--- src/rtl/cm0_pmu_pkg.sv ---
// Shared definitions for the Cortex-M0 power-management sequencer:
// state encodings, counter width and a saturating increment helper.
package cm0_pmu_pkg;

  localparam int CNT_W = 8;

  typedef logic [CNT_W-1:0] cnt_t;

  localparam logic [1:0] ST_RUN     = 2'd0;
  localparam logic [1:0] ST_WIC_REQ = 2'd1;
  localparam logic [1:0] ST_GATED   = 2'd2;
  localparam logic [1:0] ST_WAKE    = 2'd3;

  function automatic cnt_t sat_inc(input cnt_t v);
    return (v == '1) ? v : v + cnt_t'(1);
  endfunction

endpackage

--- src/rtl/cm0_pmu_if.sv ---
// Core-side handshake bundle between the PMU and the Cortex-M0 integration.
// The master modport is the PMU view; the slave modport is the core view.
interface cm0_pmu_if;

  logic SLEEPING;
  logic SLEEPDEEP;
  logic GATEHCLK;
  logic WAKEUP;
  logic WICENACK;
  logic SLEEPHOLDACKn;
  logic CDBGPWRUPREQ;
  logic WICENREQ;
  logic SLEEPHOLDREQn;
  logic CDBGPWRUPACK;

  modport master (
    input  SLEEPING, SLEEPDEEP, GATEHCLK, WAKEUP, WICENACK, SLEEPHOLDACKn, CDBGPWRUPREQ,
    output WICENREQ, SLEEPHOLDREQn, CDBGPWRUPACK
  );

  modport slave (
    output SLEEPING, SLEEPDEEP, GATEHCLK, WAKEUP, WICENACK, SLEEPHOLDACKn, CDBGPWRUPREQ,
    input  WICENREQ, SLEEPHOLDREQn, CDBGPWRUPACK
  );

endinterface

--- src/rtl/cm0_pmu_dly_cnt.sv ---
// Loadable, clearable, saturating 8-bit counter with terminal-count compare.
// Clear has priority over load, load over increment.
module cm0_pmu_dly_cnt
  import cm0_pmu_pkg::*;
(
  input  logic clk,
  input  logic rst_n,
  input  logic clr_i,
  input  logic en_i,
  input  logic load_i,
  input  cnt_t load_val_i,
  input  cnt_t tc_val_i,
  output logic tc_o
);

  cnt_t cnt_q, cnt_d;

  always_comb begin
    cnt_d = cnt_q;
    if (clr_i) begin
      cnt_d = '0;
    end else if (load_i) begin
      cnt_d = load_val_i;
    end else if (en_i) begin
      cnt_d = sat_inc(cnt_q);
    end
  end

  always_ff @(posedge clk or negedge rst_n) begin
    if (!rst_n) begin
      cnt_q <= '0;
    end else begin
      cnt_q <= cnt_d;
    end
  end

  assign tc_o = (cnt_q == tc_val_i);

endmodule

--- src/rtl/cm0_pmu.sv ---
// Power-management sequencer: sleep/WIC/debug power-up handshakes and the
// HCLK/DCLK gate enable, all on the free-running FCLK domain.
module cm0_pmu
  import cm0_pmu_pkg::*;
#(
  parameter int unsigned WAKE_DLY    = 4,
  parameter int unsigned DBG_DLY     = 2,
  parameter int unsigned WIC_TIMEOUT = 16
) (
  input  logic            clk,
  input  logic            rst_n,
  cm0_pmu_if.master       pmu_if,
  input  logic            cfg_wic_en_i,
  input  logic            hold_req_i,
  output logic            hold_ack_o,
  output logic            hclken_o,
  output logic [1:0]      pmu_state_o
);

  logic [1:0] state_q, state_d;
  logic       wicenreq_q, wicenreq_d;
  logic       hclken_q;
  logic       sleepholdreqn_q;
  logic       hold_ack_q;
  logic       dbgack_q, dbgack_d;
  logic       st_tc;
  logic       dbg_tc;
  logic       sleeping;
  logic       dbg_req;
  cnt_t       st_tc_val;

  assign sleeping = pmu_if.SLEEPING;
  assign dbg_req  = pmu_if.CDBGPWRUPREQ;

  // WAKE ends after WAKE_DLY cycles; WIC_REQ gives up once the count reaches WIC_TIMEOUT.
  assign st_tc_val = (state_q == ST_WAKE) ? cnt_t'(WAKE_DLY - 1) : cnt_t'(WIC_TIMEOUT);

  cm0_pmu_dly_cnt u_state_cnt (
    .clk        (clk),
    .rst_n      (rst_n),
    .clr_i      (state_d != state_q),
    .en_i       (1'b1),
    .load_i     (1'b0),
    .load_val_i ('0),
    .tc_val_i   (st_tc_val),
    .tc_o       (st_tc)
  );

  // Debug counter runs only while the request is held and the ack is not yet given.
  cm0_pmu_dly_cnt u_dbg_cnt (
    .clk        (clk),
    .rst_n      (rst_n),
    .clr_i      (!dbg_req),
    .en_i       (!dbgack_q),
    .load_i     (1'b0),
    .load_val_i ('0),
    .tc_val_i   (cnt_t'(DBG_DLY)),
    .tc_o       (dbg_tc)
  );

  always_comb begin
    state_d    = state_q;
    wicenreq_d = wicenreq_q;
    case (state_q)
      ST_RUN: begin
        if (sleeping && pmu_if.SLEEPDEEP && cfg_wic_en_i && !dbg_req) begin
          state_d    = ST_WIC_REQ;
          wicenreq_d = 1'b1;
        end else if (sleeping && pmu_if.GATEHCLK && !dbg_req) begin
          state_d = ST_GATED;
        end
      end
      ST_WIC_REQ: begin
        // Abort conditions outrank a simultaneous acknowledge.
        if (!sleeping || pmu_if.WAKEUP || st_tc) begin
          state_d    = ST_RUN;
          wicenreq_d = 1'b0;
        end else if (pmu_if.WICENACK) begin
          state_d = ST_GATED;
        end
      end
      ST_GATED: begin
        if (pmu_if.WAKEUP || dbg_req || (!wicenreq_q && !pmu_if.GATEHCLK)) begin
          state_d = ST_WAKE;
        end
      end
      ST_WAKE: begin
        if (st_tc) begin
          state_d    = ST_RUN;
          wicenreq_d = 1'b0;
        end
      end
      default: begin
        state_d = ST_RUN;
      end
    endcase
  end

  assign dbgack_d = dbg_req && (dbgack_q || dbg_tc);

  always_ff @(posedge clk or negedge rst_n) begin
    if (!rst_n) begin
      state_q         <= ST_RUN;
      wicenreq_q      <= 1'b0;
      hclken_q        <= 1'b1;
      sleepholdreqn_q <= 1'b1;
      hold_ack_q      <= 1'b0;
      dbgack_q        <= 1'b0;
    end else begin
      state_q         <= state_d;
      wicenreq_q      <= wicenreq_d;
      hclken_q        <= (state_d != ST_GATED);
      sleepholdreqn_q <= !(hold_req_i && sleeping);
      hold_ack_q      <= !pmu_if.SLEEPHOLDACKn && hold_req_i && sleeping;
      dbgack_q        <= dbgack_d;
    end
  end

  assign pmu_if.WICENREQ      = wicenreq_q;
  assign pmu_if.SLEEPHOLDREQn = sleepholdreqn_q;
  assign pmu_if.CDBGPWRUPACK  = dbgack_q;
  assign hold_ack_o           = hold_ack_q;
  assign hclken_o             = hclken_q;
  assign pmu_state_o          = state_q;

endmodule
--- src/flat_wrapper.sv ---
// flat-port wrapper written by rule: the top's interface ports become plain ports
module cm0_pmu_flat import cm0_pmu_pkg::*;
#(
  parameter int unsigned WAKE_DLY    = 4,
  parameter int unsigned DBG_DLY     = 2,
  parameter int unsigned WIC_TIMEOUT = 16
)
  (clk, rst_n, cfg_wic_en_i, hold_req_i, hold_ack_o, hclken_o, pmu_state_o, pmu_if_SLEEPING, pmu_if_SLEEPDEEP, pmu_if_GATEHCLK, pmu_if_WAKEUP, pmu_if_WICENACK, pmu_if_SLEEPHOLDACKn, pmu_if_CDBGPWRUPREQ, pmu_if_WICENREQ, pmu_if_SLEEPHOLDREQn, pmu_if_CDBGPWRUPACK);
  cm0_pmu_if pmu_if_i ();
  input  logic clk;
  input  logic rst_n;
  input  logic cfg_wic_en_i;
  input  logic hold_req_i;
  output logic hold_ack_o;
  output logic hclken_o;
  output logic [1:0] pmu_state_o;
  input wire logic [$bits(pmu_if_i.SLEEPING)-1:0] pmu_if_SLEEPING;
  input wire logic [$bits(pmu_if_i.SLEEPDEEP)-1:0] pmu_if_SLEEPDEEP;
  input wire logic [$bits(pmu_if_i.GATEHCLK)-1:0] pmu_if_GATEHCLK;
  input wire logic [$bits(pmu_if_i.WAKEUP)-1:0] pmu_if_WAKEUP;
  input wire logic [$bits(pmu_if_i.WICENACK)-1:0] pmu_if_WICENACK;
  input wire logic [$bits(pmu_if_i.SLEEPHOLDACKn)-1:0] pmu_if_SLEEPHOLDACKn;
  input wire logic [$bits(pmu_if_i.CDBGPWRUPREQ)-1:0] pmu_if_CDBGPWRUPREQ;
  output wire logic [$bits(pmu_if_i.WICENREQ)-1:0] pmu_if_WICENREQ;
  output wire logic [$bits(pmu_if_i.SLEEPHOLDREQn)-1:0] pmu_if_SLEEPHOLDREQn;
  output wire logic [$bits(pmu_if_i.CDBGPWRUPACK)-1:0] pmu_if_CDBGPWRUPACK;
  assign pmu_if_i.SLEEPING = pmu_if_SLEEPING;
  assign pmu_if_i.SLEEPDEEP = pmu_if_SLEEPDEEP;
  assign pmu_if_i.GATEHCLK = pmu_if_GATEHCLK;
  assign pmu_if_i.WAKEUP = pmu_if_WAKEUP;
  assign pmu_if_i.WICENACK = pmu_if_WICENACK;
  assign pmu_if_i.SLEEPHOLDACKn = pmu_if_SLEEPHOLDACKn;
  assign pmu_if_i.CDBGPWRUPREQ = pmu_if_CDBGPWRUPREQ;
  assign pmu_if_WICENREQ = pmu_if_i.WICENREQ;
  assign pmu_if_SLEEPHOLDREQn = pmu_if_i.SLEEPHOLDREQn;
  assign pmu_if_CDBGPWRUPACK = pmu_if_i.CDBGPWRUPACK;
  cm0_pmu #(.WAKE_DLY(WAKE_DLY), .DBG_DLY(DBG_DLY), .WIC_TIMEOUT(WIC_TIMEOUT)) u_core (.clk(clk), .rst_n(rst_n), .pmu_if(pmu_if_i), .cfg_wic_en_i(cfg_wic_en_i), .hold_req_i(hold_req_i), .hold_ack_o(hold_ack_o), .hclken_o(hclken_o), .pmu_state_o(pmu_state_o));
endmodule
--- config.mk ---
export PLATFORM = sky130hd
export DESIGN_NAME = cm0_pmu_flat
export DESIGN_NICKNAME = d
export VERILOG_FILES = /design/src/rtl/cm0_pmu_pkg.sv /design/src/rtl/cm0_pmu_if.sv /design/src/rtl/cm0_pmu_dly_cnt.sv /design/src/rtl/cm0_pmu.sv /design/src/flat_wrapper.sv
export SDC_FILE = /design/constraint.sdc
export NUM_CORES = 1
export LEC_CHECK = 0
export ABC_AREA = 1
export CORE_MARGIN = 2
export CORE_UTILIZATION = 27
export CTS_BUF_LIST = sky130_fd_sc_hd__clkbuf_8
export DETAILED_ROUTE_END_ITERATION = 7
export GPL_TIMING_DRIVEN = 0
export PLACE_DENSITY = 0.49
export SETUP_SLACK_MARGIN = 0.15
export SLEW_MARGIN = 0
export SYNTH_ARGS = -nofsm -noshare
export SYNTH_HDL_FRONTEND = slang
export SYNTH_SLANG_ARGS = --single-unit
--- constraint.sdc ---
create_clock -name clk -period 2.09 [get_ports clk]
set_input_delay 0.627 -clock clk [delete_from_list [all_inputs] [get_ports clk]]
set_output_delay 0.627 -clock clk [all_outputs]
set_load 0.01 [all_outputs]
Word level (Yosys, flattened, before mapping)
Index checks and enable logic that the tools add are counted.
{ "totals": {"input_bits": 11, "ff_bits": 23, "wordCells": 67, "out_inout_bits": 7} }
{ "classes": {"n_eq_ne": 15, "mux": 17, "addsub": 2, "reduce_logical": 25} }
{ "ops": {"columns": ["op", "count"], "rows": [
  ["2-to-1 mux 8 bit", 5],
  ["adder 8 x 1 -> 8 bit, second input constant", 2],
  ["== test 8 bit, second input constant", 2],
  ["2-to-1 mux 2 bit", 6],
  ["logical AND 1 bit", 10],
  ["== test 8 x 2 -> 1 bit, second input constant", 1],
  ["== test 8 bit", 1],
  ["!= test 2 bit, second input constant", 4],
  ["case mux 2 bit (4 select lines)", 1],
  ["logical NOT 1 bit", 6],
  ["!= test 2 x 1 -> 1 bit, second input constant", 3],
  ["logical OR 1 bit", 5],
  ["2-to-1 mux 5 bit", 1],
  ["== test 2 bit, second input constant", 2],
  ["AND reduction 4 bit", 1],
  ["2-to-1 mux 1 bit", 3],
  ["case mux 1 bit (3 select lines)", 1],
  ["nonzero test 3 bit", 1],
  ["== test 2 x 1 -> 1 bit, second input constant", 1],
  ["logical NOT 2 bit", 1],
  ["!= test 2 bit", 1],
  ["AND reduction 2 bit", 1]
]} }

Depth between registers and ports, before layout
{ "depth": {"ltp_word": 8, "mapped_depth": 12, "mapped_depth_nobuf": 12} }

Modules after synthesis
Synthesis repeated with hierarchy kept, for this count alone.
{ "unflattened": {"cells_unflattened": 269, "hier_area_um2": 1793.0} }
{ "modules_own_cells": {"columns": ["module", "cells_per_inst", "n_inst", "seq_area_each_um2", "area_each_um2"], "rows": [
  ["cm0_pmu_dly_cnt", 104, 2, 200.2, 685.7],
  ["cm0_pmu", 61, 1, 177.7, 421.7]
]} }

Worst setup path after synthesis
OpenSTA, ideal clock, no wires.
{ "synth_timing": {"kind": "input to register", "from": "input port pmu_if_CDBGPWRUPREQ", "to": "register u_core.u_state_cnt.cnt_q[3]", "arrival_ps": 1449, "required_time_ps": 1969, "cell_stages": 9, "setup_time_ps": 121, "n_path_buf": 1, "slack_ps": 520, "cell_sequence": "buf_2 inv_1 nand3_1 o21ai_0 nand2_1 nand2_1 nand2_2 nand2_4 nor2_1"} }
{ "synth_via": {"elab_chain_len": 7, "word_cells_on_any_way": 12, "cone_classes": "eq/ne: 2; mux: 5; reduce/logical: 5"} }
{ "synth_lines": {"columns": ["item", "line", "source"], "rows": [
  ["from (decl)", "flat_wrapper.sv:23", "input wire logic [$bits(pmu_if_i.CDBGPWRUPREQ)-1:0] pmu_if_CDBGPWRUPREQ;"],
  ["logical NOT 1 bit", null, null],
  ["logical AND 1 bit", "cm0_pmu.sv:69", "end else if (sleeping && pmu_if.GATEHCLK && !dbg_req) begin"],
  ["2-to-1 mux 2 bit", "cm0_pmu.sv:69", null],
  ["2-to-1 mux 2 bit", "cm0_pmu.sv:66", "if (sleeping && pmu_if.SLEEPDEEP && cfg_wic_en_i && !dbg_req) begin"],
  ["case mux 2 bit (4 select lines) *", "cm0_pmu.sv:64", "case (state_q)"],
  ["!= test 2 bit *", "cm0_pmu.sv:41", ".clr_i (state_d != state_q),"],
  ["!= test 2 bit (no line) / 2-to-1 mux 8 bit (equally long branches)", null, null],
  ["to (signal assigned)", "cm0_pmu_dly_cnt.sv:33", "cnt_q <= cnt_d;"],
  ["to (decl)", "cm0_pmu_dly_cnt.sv:16", "cnt_t cnt_q, cnt_d;"]
]} }
Every way passes the cells marked *; elsewhere a longest branch is shown, timed or not.
A chain may end at the register's enable or synchronous reset.

Worst setup path after layout
{ "layout_timing": {"from": "register u_core.state_q[0] (netlist: u_core.pmu_state_o[0])", "to": "output port pmu_state_o[0]"} }
{ "layout_rtl": {"columns": ["item", "line", "source"], "rows": [
  ["from (decl)", "cm0_pmu.sv:20", "logic [1:0] state_q, state_d;"],
  ["from (signal assigned)", "cm0_pmu.sv:110", "state_q <= state_d;"],
  ["to (decl)", "flat_wrapper.sv:16", "output logic [1:0] pmu_state_o;"]
]} }
No word-level cell between the ends.

==> impl_metrics.yaml <==
run_status:
  status: "finished clean"
power_and_ir_drop:
  power_per_cell_area_nw_per_um2: 960
  share_comb_of_total_power_pct: 43.0
  p_sw_share_pct: 38.9
  switchingPower_mw: 0.592
  power.total_mw: 1.52
  power.share.clock_pct: 17.7
  power_leakage_nw: 0.725
  seqPwrFrac_pct: 39.3
  internal-power_mw: 0.928
  peakVddDrop_mv: 0.368
logic_synthesis:
  synth_area_um2: 1310
  yosysSeqAreaShare_pct: 44.2
  ys_ff_latch: 23
  yosysWarnings: 0
  synth_area_per_cell_um2: 7.69
  syn_nets: 184
  ys_types: 28
  syn_inst: 170
sta:
  min_period_over_period_pct: 88.9
  finalMaxSlewViolations: 0
  final-hold-violation-count: 0
  finClkSkew_ns: 0.00665
  relSlewSlack_pct: 30.8
  rsz0062_at_grt: "no"
  min_period_ns: 1.86
  tightest_slew_ns: 1.03
  max_freq_mhz: 538
  setup_violations: 0
grt:
  gr-total-overflow: 0
  grt_max_degree: 24
  grt_pass1_vias: 1062
  grt_first_pass_wirelength_um: 4640
  grtUsageTotal_pct: 11.0
  antenna_found_initial: 0
finish:
  final_util_pct: 33.8
  multiInputGateArea_um2: 628
  stdcell_area_um2: 1580
  seqCellArea_um2: 579
  antenna_cells: 0
  layoutNonFillerInstCount: 244
  fillers: 526
  area_growth_pct: 21.1
  nets: 205
  layout-drive-gt1-share_pct: 12.1
cts:
  cts_setup_buffers: 0
  cts_root_buf: "clkbuf_8"
  clk_latency_ns: 0.26
  numCtsBuffers: 3
  clkTransAtPathRegs_ns: 0.08
  cts_tree: "done"
  cts.sinks: 23
  ctsHtreeMaxLevel: 1
  clockBufferDepth: 2
route:
  vias: 1101
  dr.pass1.iters: 4
  via_per_inst: 4.51
  ant_nets: 0
  drcViolationCount: 0
  finalWirelength_um: 2590
  routedWlPerCell_um: 10.6
  drtIter0Drc: 27
critical_path:
  cp.required_ns: 1.46
  cp_top_family: "buffers and inverters"
  slowest_stage: "clkdlybuf4s50_1"
  crit_type: "flip-flop to primary output"
  worst-endpoint-arrival_ns: 1.23
  ff2ff_setup_slack_ns: 0.50
  cp-end-kind: "primary output"
  path_cells: "clkdlybuf4s50_1"
  cp-start-kind: "flip-flop"
  cpPeakStageDelay_ns: 0.55
  crit_buf_inv: 1
  worst-path-max-fanout: 6
die:
  dieArea_um2: 5420
  io_pins: 18
  rows: 25
  start_util_pct: 27.9
  core_region_area_um2: 4690
  die_w_um: 73.6
  die_h_um: 73.6
placement:
  placed_cell_area_um2: 1540
  place.gp.congestion: 0.811
  hpwl_um: 2040
  port_buffers: 16
  place_inst: 240
flow_run:
  max_cap_violations: 0
min_path:
  hp-class: "flip-flop to flip-flop"
[routing by layer]
metal  vias to the layer above  part of all wire [%]  global-route usage [%]
met1                       493                    50                    14.5
met3                         2                   4.2                    3.43
met4                         0                  0.66                    1.82
met2                        14                    46                    18.2
met5                         -                     0                       0
li1                        592                     -                       -
[through the flow]
stage	setup slack, ns	TNS [ns]	hold WS [ns]
6_report	0.232	0	0.535
5_1_grt	0.153	0	0.582
4_1_cts	0.155	0	0.567
3_5_place_dp	-0.0179	-0.0507	0.549
3_3_place_gp	-0.0104	-0.0487	0.555
2_1_floorplan	0.520	0	0.331
[worst paths after layout]
kind                            depth (start not counted)                 startpoint                         end
min in group asynchronous                               1                      rst_n  u_core.pmu_if.CDBGPWRUPACK
worst max register to register                         12  u_core.u_dbg_cnt.cnt_q[1]   u_core.u_dbg_cnt.cnt_q[6]
worst min-delay path                                    1      u_core.pmu_state_o[0]      u_core.pmu_if.WICENREQ
worst max-delay path                                    1      u_core.pmu_state_o[0]              pmu_state_o[0]
max in group asynchronous                               1                      rst_n       u_core.pmu_state_o[0]
worst min register to register                          1      u_core.pmu_state_o[0]      u_core.pmu_if.WICENREQ
[cells in the final DEF (no fill, tap or decap), drive strengths merged]
cell type / instances
buf: 2
and2: 1
nor2: 27
o211ai: 1
a31oi: 3
inv: 25
nor3: 2
o21ai: 12
dlygate4sd2: 2
nand2: 38
clkdlybuf4s50: 14
o21a: 1
ha: 3
nand3: 18
clkbuf: 3
nand4: 1
xor2: 3
a211oi: 1
dfrtp: 21
a21oi: 8
nor4: 1
o21bai: 1
dfstp: 2
[sequential cells by signal, indices dropped and copies added (netlist names)]
name,count
u_core.u_dbg_cnt.cnt_q,8
u_core.u_state_cnt.cnt_q,8
u_core.pmu_state_o,2
u_core.hclken_o,1
u_core.hold_ack_o,1
u_core.pmu_if.CDBGPWRUPACK,1
u_core.pmu_if.SLEEPHOLDREQn,1
u_core.pmu_if.WICENREQ,1
[kinds of logic (layout without fill, tap and decap cells)]
group | after synthesis | after routing | share of synthesized area (%)
adder cells (fa/ha/maj) | 3 | 3 | 2.87
flip-flops | 23 | 23 | 44.2
buffers and inverters | 26 | 46 | 8.13
XOR/XNOR | 3 | 3 | 2.01
AO/OA/AOI/OAI | 27 | 27 | 11.4
AND/OR/NAND/NOR | 88 | 88 | 31.4
[synthesized netlist by cell type]
cell type  number  area share, %
buf_2           1           0.38
dfstp_2         2            4.0
nor3_1          1           0.38
ha_1            3            2.9
nand2_4         2            1.7
buf_6           1           0.86
nor2_2          4            1.9
nor4_1          1           0.48
a211oi_1        1           0.57
nand2_1        33            9.5
a31oi_1         3            1.4
inv_2           1           0.29
dfrtp_1        21             40
nand4_1         1           0.48
xor2_1          3            2.0
o211ai_1        1           0.57
inv_1          23            6.6
nand3_2         2            1.5
nor3_2          1           0.77
o21ai_1         1           0.38
o21ai_0        11            4.2
nand3_1        16            6.1
nand2_2         3            1.4
o21a_1          1           0.57
nor2_1         23            6.6
o21bai_1        1           0.57
a21oi_1         8            3.1
and2_1          1           0.48
[layout make-up]
| cell class | instances | share of cell area [%] |
|---|---|---|
| Buffer | 2 | 1.03 |
| Clock buffer | 3 | 2.61 |
| Clock inverter | 1 | 0.237 |
| Inverter | 24 | 5.69 |
| Multi-Input combinational cell | 121 | 39.7 |
| Sequential cell | 23 | 36.6 |
| Tap cell | 54 | 4.27 |
| Timing Repair Buffer | 16 | 9.95 |
[power groups by stage]
stage / registers (mW) / logic, mW / clock network, mW
finish: 0.598 / 0.654 / 0.269
global route: 0.612 / 0.767 / 0.305
CTS: 0.599 / 0.666 / 0.291
detailed placement: 0.607 / 0.670 / 0
global placement: 0.607 / 0.671 / 0
floorplan: 0.615 / 0.442 / 0
[what timing repair did]
action | CTS | global route
gates cloned | 0 | 0
endpoints found under the setup margin | 2 | 9
hold buffers | 0 | 0
gates resized for setup | 2 | 3
No activity file was read; power rests on OpenSTA's default activity.
